### config.mk
export PLATFORM = sky130hd
export DESIGN_NAME = msrv32_alu_arbiter
export DESIGN_NICKNAME = d
export VERILOG_FILES = /design/src/rtl/msrv32_alu_arbiter.sv
export SDC_FILE = /design/constraint.sdc
export NUM_CORES = 1
export LEC_CHECK = 0
export CAP_MARGIN = 10
export CORE_AREA = 8 8 122 124
export CTS_CLUSTER_DIAMETER = 200
export CTS_CLUSTER_SIZE = 24
export DETAILED_ROUTE_END_ITERATION = 8
export DIE_AREA = 0 0 130 132
export PLACE_DENSITY = 0.72
export SYNTH_ARGS = -nofsm -noshare
export SYNTH_HDL_FRONTEND = slang
export SYNTH_SLANG_ARGS = --single-unit
### constraint.sdc
create_clock -name ms_riscv32_mp_clk_in -period 4.9 [get_ports ms_riscv32_mp_clk_in]
set_input_delay 0.735 -clock ms_riscv32_mp_clk_in [delete_from_list [all_inputs] [get_ports ms_riscv32_mp_clk_in]]
set_output_delay 0.735 -clock ms_riscv32_mp_clk_in [all_outputs]
set_load 0.05 [all_outputs]
### src/rtl/msrv32_alu_arbiter.sv
// Round-robin sharing of the single msrv32 ALU between two requesters, each with
// a valid/ready request channel and a one-entry registered response buffer.
module msrv32_alu_arbiter #(
    parameter  int unsigned TAG_W  = 4,
    localparam int unsigned DATA_W = 32,
    localparam int unsigned OPC_W  = 4
) (
    input  logic              ms_riscv32_mp_clk_in,
    input  logic              ms_riscv32_mp_rst_n_in,

    input  logic              req0_valid_in,
    output logic              req0_ready_out,
    input  logic [DATA_W-1:0] req0_op_1_in,
    input  logic [DATA_W-1:0] req0_op_2_in,
    input  logic [OPC_W-1:0]  req0_opcode_in,
    input  logic [TAG_W-1:0]  req0_tag_in,

    input  logic              req1_valid_in,
    output logic              req1_ready_out,
    input  logic [DATA_W-1:0] req1_op_1_in,
    input  logic [DATA_W-1:0] req1_op_2_in,
    input  logic [OPC_W-1:0]  req1_opcode_in,
    input  logic [TAG_W-1:0]  req1_tag_in,

    output logic              rsp0_valid_out,
    input  logic              rsp0_ready_in,
    output logic [DATA_W-1:0] rsp0_result_out,
    output logic [TAG_W-1:0]  rsp0_tag_out,
    output logic              rsp0_illegal_out,

    output logic              rsp1_valid_out,
    input  logic              rsp1_ready_in,
    output logic [DATA_W-1:0] rsp1_result_out,
    output logic [TAG_W-1:0]  rsp1_tag_out,
    output logic              rsp1_illegal_out,

    output logic [DATA_W-1:0] alu_op_1_out,
    output logic [DATA_W-1:0] alu_op_2_out,
    output logic [OPC_W-1:0]  alu_opcode_out,
    input  logic [DATA_W-1:0] alu_result_in
);

    // Encodings the ALU actually implements; anything else returns 0 and is flagged.
    function automatic logic opcode_legal(input logic [OPC_W-1:0] opc);
        case (opc)
            4'b0000, 4'b1000, 4'b0010, 4'b0011, 4'b0111,
            4'b0110, 4'b0100, 4'b0001, 4'b0101, 4'b1101: return 1'b1;
            default:                                     return 1'b0;
        endcase
    endfunction

    logic              r_last_grant;
    logic              r_rsp0_valid;
    logic [DATA_W-1:0] r_rsp0_result;
    logic [TAG_W-1:0]  r_rsp0_tag;
    logic              r_rsp0_illegal;
    logic              r_rsp1_valid;
    logic [DATA_W-1:0] r_rsp1_result;
    logic [TAG_W-1:0]  r_rsp1_tag;
    logic              r_rsp1_illegal;

    logic w_elig0;
    logic w_elig1;
    logic w_grant0;
    logic w_grant1;

    // A buffer being drained this cycle can accept a new result at the same edge.
    assign w_elig0 = req0_valid_in & (~r_rsp0_valid | rsp0_ready_in);
    assign w_elig1 = req1_valid_in & (~r_rsp1_valid | rsp1_ready_in);

    // On contention the requester that did not win last time gets the ALU.
    assign w_grant0 = w_elig0 & (~w_elig1 | r_last_grant);
    assign w_grant1 = w_elig1 & (~w_elig0 | ~r_last_grant);

    assign req0_ready_out = w_grant0;
    assign req1_ready_out = w_grant1;

    always_comb begin
        alu_op_1_out   = '0;
        alu_op_2_out   = '0;
        alu_opcode_out = '0;
        if (w_grant0) begin
            alu_op_1_out   = req0_op_1_in;
            alu_op_2_out   = req0_op_2_in;
            alu_opcode_out = req0_opcode_in;
        end else if (w_grant1) begin
            alu_op_1_out   = req1_op_1_in;
            alu_op_2_out   = req1_op_2_in;
            alu_opcode_out = req1_opcode_in;
        end
    end

    // Reset value 1 lets requester 0 win the first contention.
    always_ff @(posedge ms_riscv32_mp_clk_in or negedge ms_riscv32_mp_rst_n_in) begin
        if (!ms_riscv32_mp_rst_n_in) begin
            r_last_grant <= 1'b1;
        end else if (w_grant0) begin
            r_last_grant <= 1'b0;
        end else if (w_grant1) begin
            r_last_grant <= 1'b1;
        end
    end

    always_ff @(posedge ms_riscv32_mp_clk_in or negedge ms_riscv32_mp_rst_n_in) begin
        if (!ms_riscv32_mp_rst_n_in) begin
            r_rsp0_valid   <= 1'b0;
            r_rsp0_result  <= '0;
            r_rsp0_tag     <= '0;
            r_rsp0_illegal <= 1'b0;
        end else if (w_grant0) begin
            r_rsp0_valid   <= 1'b1;
            r_rsp0_result  <= alu_result_in;
            r_rsp0_tag     <= req0_tag_in;
            r_rsp0_illegal <= ~opcode_legal(req0_opcode_in);
        end else if (rsp0_ready_in) begin
            r_rsp0_valid   <= 1'b0;
        end
    end

    always_ff @(posedge ms_riscv32_mp_clk_in or negedge ms_riscv32_mp_rst_n_in) begin
        if (!ms_riscv32_mp_rst_n_in) begin
            r_rsp1_valid   <= 1'b0;
            r_rsp1_result  <= '0;
            r_rsp1_tag     <= '0;
            r_rsp1_illegal <= 1'b0;
        end else if (w_grant1) begin
            r_rsp1_valid   <= 1'b1;
            r_rsp1_result  <= alu_result_in;
            r_rsp1_tag     <= req1_tag_in;
            r_rsp1_illegal <= ~opcode_legal(req1_opcode_in);
        end else if (rsp1_ready_in) begin
            r_rsp1_valid   <= 1'b0;
        end
    end

    assign rsp0_valid_out   = r_rsp0_valid;
    assign rsp0_result_out  = r_rsp0_result;
    assign rsp0_tag_out     = r_rsp0_tag;
    assign rsp0_illegal_out = r_rsp0_illegal;
    assign rsp1_valid_out   = r_rsp1_valid;
    assign rsp1_result_out  = r_rsp1_result;
    assign rsp1_tag_out     = r_rsp1_tag;
    assign rsp1_illegal_out = r_rsp1_illegal;

endmodule
==> impl_metrics.env <==
export IMPL_status="finished, final reports clean"
export IMPL_die_w_um=130
export IMPL_num_vias=3616
export IMPL_grt_util_all_layers_pct=19.7
export IMPL_postSynthCellCount=258
export IMPL_relSlewSlack_pct=35.4
export IMPL_clkLatencyLatePin_ns=0.32
export IMPL_peakVddDrop_mv=0.346
export IMPL_layout_commonest_cell="clkdlybuf4s50_1"
export IMPL_ant_nets=0
export IMPL_cts_setup_buffers=0
export IMPL_setup_viol=0
export IMPL_gp_congestion=0.909
export IMPL_hold_buffers=0
export IMPL_io_buffers=327
export IMPL_firstDrtPassIters=4
export IMPL_yosysWarnings=0
export IMPL_synth_seq_area_share_pct=53.5
export IMPL_drive_above_1_share_pct=16.6
export IMPL_crit_arrival_ns=3.42
export IMPL_nNetsFinal=761
export IMPL_ys_seq_elements=77
export IMPL_grt_pass1_wl_um=25100
export IMPL_drv_cap=0
export IMPL_grt_max_degree=78
export IMPL_critPathMaxFanout=61
export IMPL_coreArea_mm2=0.0130
export IMPL_syn2layout_area_growth_pct=104
export IMPL_hold_path_class="reg2reg"
export IMPL_netlist_area_mm2=0.00360
export IMPL_post_cts_resized=0
export IMPL_start_util_pct=27.7
export IMPL_fin_util_pct=56.5
export IMPL_fp_row_count=42
export IMPL_avgSynthCellArea_um2=14.0
export IMPL_critPathRequiredTime_ns=4.16
export IMPL_tightest_slew_ns=0.969
export IMPL_skew_ns=0.00440
export IMPL_dieArea_mm2=0.0172
export IMPL_ios=328
export IMPL_rsz0062_at_grt="no"
export IMPL_p_leak_nw=2.95
export IMPL_route_detailed_drc=0
export IMPL_vias_per_cell=4.73
export IMPL_cts_buffer_depth=2
export IMPL_crit_path_start_kind="input pin"
export IMPL_cts_tree="yes"
export IMPL_period_share_pct=84.8
export IMPL_finalCriticalPeriod_ns=4.16
export IMPL_crit_type="in2out"
export IMPL_drt_iter0_markers=167
export IMPL_final_cell_mix="322 x clkdlybuf4s50_1, 76 x dfrtp_1, 68 x a22o_1, 67 x mux2_2"
export IMPL_drt_wl_total_um=17400
export IMPL_root_buffer="clkbuf_16"
export IMPL_fillerInstances=1127
export IMPL_dp_hpwl_um=14500
export IMPL_grt_ovfl_total=0
export IMPL_powerDensity_mw_per_mm2=485
export IMPL_fmax_mhz=241
export IMPL_die_y_um=132
export IMPL_multi_input_area_mm2=0.00154
export IMPL_tns_ns=0
export IMPL_hold_depth=1
export IMPL_cp_end_kind="primary output"
export IMPL_synth_cell_types=21
export IMPL_worst_r2r_cell_count=5
export IMPL_seq_area_mm2=0.00193
export IMPL_htree_levels=3
export IMPL_synthesis_nets=440
export IMPL_cts_buffers=9
export IMPL_clk_pin_slew_ns=0.05
export IMPL_avgRoutedWirePerCell_um=22.7
export IMPL_cts_sinks=77
export IMPL_maxSlewViolCount=0
export IMPL_hold_viol=0
export IMPL_grt_pass1_vias=3977
export IMPL_antenna_found_initial=4
-- cells in the mapped netlist --
library cell / instances / area, µm²
inv_2: 1 / 3.75
buf_4: 7 / 52.6
mux2i_1: 2 / 20.0
dfrtp_1: 76 / 1900
buf_2: 11 / 55.1
inv_1: 3 / 11.3
or2_2: 1 / 6.26
and2b_1: 1 / 7.51
mux2_2: 67 / 754
o2bb2ai_1: 1 / 8.76
a22o_1: 68 / 596
buf_1: 2 / 7.51
xor2_1: 2 / 17.5
clkbuf_1: 2 / 7.51
a311oi_4: 1 / 26.3
nand2_1: 2 / 7.51
mux2_1: 5 / 56.3
dfstp_2: 1 / 26.3
o21ai_0: 2 / 10.0
nand2b_1: 2 / 12.5
o211ai_2: 1 / 12.5
-- state kept, by name (all words and copies together), names as in the netlist --
signal / count
rsp1_illegal_out: 1
rsp1_valid_out: 1
rsp0_tag_out: 4
rsp1_result_out: 32
r_last_grant: 1
rsp0_result_out: 32
rsp0_illegal_out: 1
rsp1_tag_out: 4
rsp0_valid_out: 1
-- layout make-up --
cell class	instances	share of cell area (%)
diodes	4	0.137
clock buffers	11	3.31
clock inverters	5	0.802
inverters	4	0.205
multi-input cells	155	21.1
flip-flops and latches	77	26.3
well taps	176	3.00
repair buffers	332	45.2
-- per-layer routing --
layer | wire, µm | track usage [%] | vias up
met5 | 13 | 0 | -
met4 | 580 | 9.17 | 2
met3 | 1850 | 8.05 | 33
met2 | 8910 | 34.6 | 182
met1 | 6020 | 19.6 | 1778
li1 | - | - | 1621
-- worst max-delay path, stage by stage --
cell	delay, ns
clkdlybuf4s50_1	0.45
and2b_1	0.25
a311oi_4	0.30
buf_4	0.57
a22o_1	0.28
clkdlybuf4s50_1	0.82
-- through the flow --
| step | total power [mW] | hold slack [ns] | area (µm²) | setup WS [ns] | std cells |
|---|---|---|---|---|---|
| 4_1_cts | 3.60 | 0.493 | 7320 | 0.731 | 760 |
| 2_1_floorplan | 2.14 | 0.439 | 3600 | 1.89 | 258 |
| 5_1_grt | 3.70 | 0.509 | 7330 | 0.621 | 763 |
| 3_5_place_dp | 2.92 | 0.478 | 7020 | 0.738 | 744 |
| 3_3_place_gp | 2.90 | 0.471 | 7020 | 0.778 | 744 |
| 6_report | 3.56 | 0.488 | 7330 | 0.743 | 764 |
-- power breakdown --
part / switching [mW] / leakage, nW / internal, mW
logic: 1.25 / 1.91 / 0.749
clock network: 0.251 / 0.142 / 0.409
registers: 0.0874 / 0.898 / 0.808
total: 1.59 / 2.95 / 1.97
-- final timing paths --
path | startpoint | end | slack, ns
max | rsp1_ready_in | alu_opcode_out[2] | 0.74
min | rsp1_result_out[29]$_DFFE_PN0P_ | rsp1_result_out[29]$_DFFE_PN0P_ | 0.49
max reg2reg | rsp1_valid_out$_DFFE_PN0P_ | rsp1_tag_out[3]$_DFFE_PN0P_ | 2.73
min reg2reg | rsp1_result_out[29]$_DFFE_PN0P_ | rsp1_result_out[29]$_DFFE_PN0P_ | 0.49
max in group asynchronous | ms_riscv32_mp_rst_n_in | rsp0_tag_out[1]$_DFFE_PN0P_ | 3.71
min in group asynchronous | ms_riscv32_mp_rst_n_in | rsp0_result_out[22]$_DFFE_PN0P_ | 0.55
-- cells by family after synthesis --
logic type	Yosys count	synth area share, %
DFF	77	53.5
muxes	74	23.1
AOI/OAI and AO/OA	73	18.1
xor gates and xnor gates	2	0.487
and+or+nand+nor	6	0.938
buffers and inverters	26	3.82
Power figures use the tool's default switching activity.
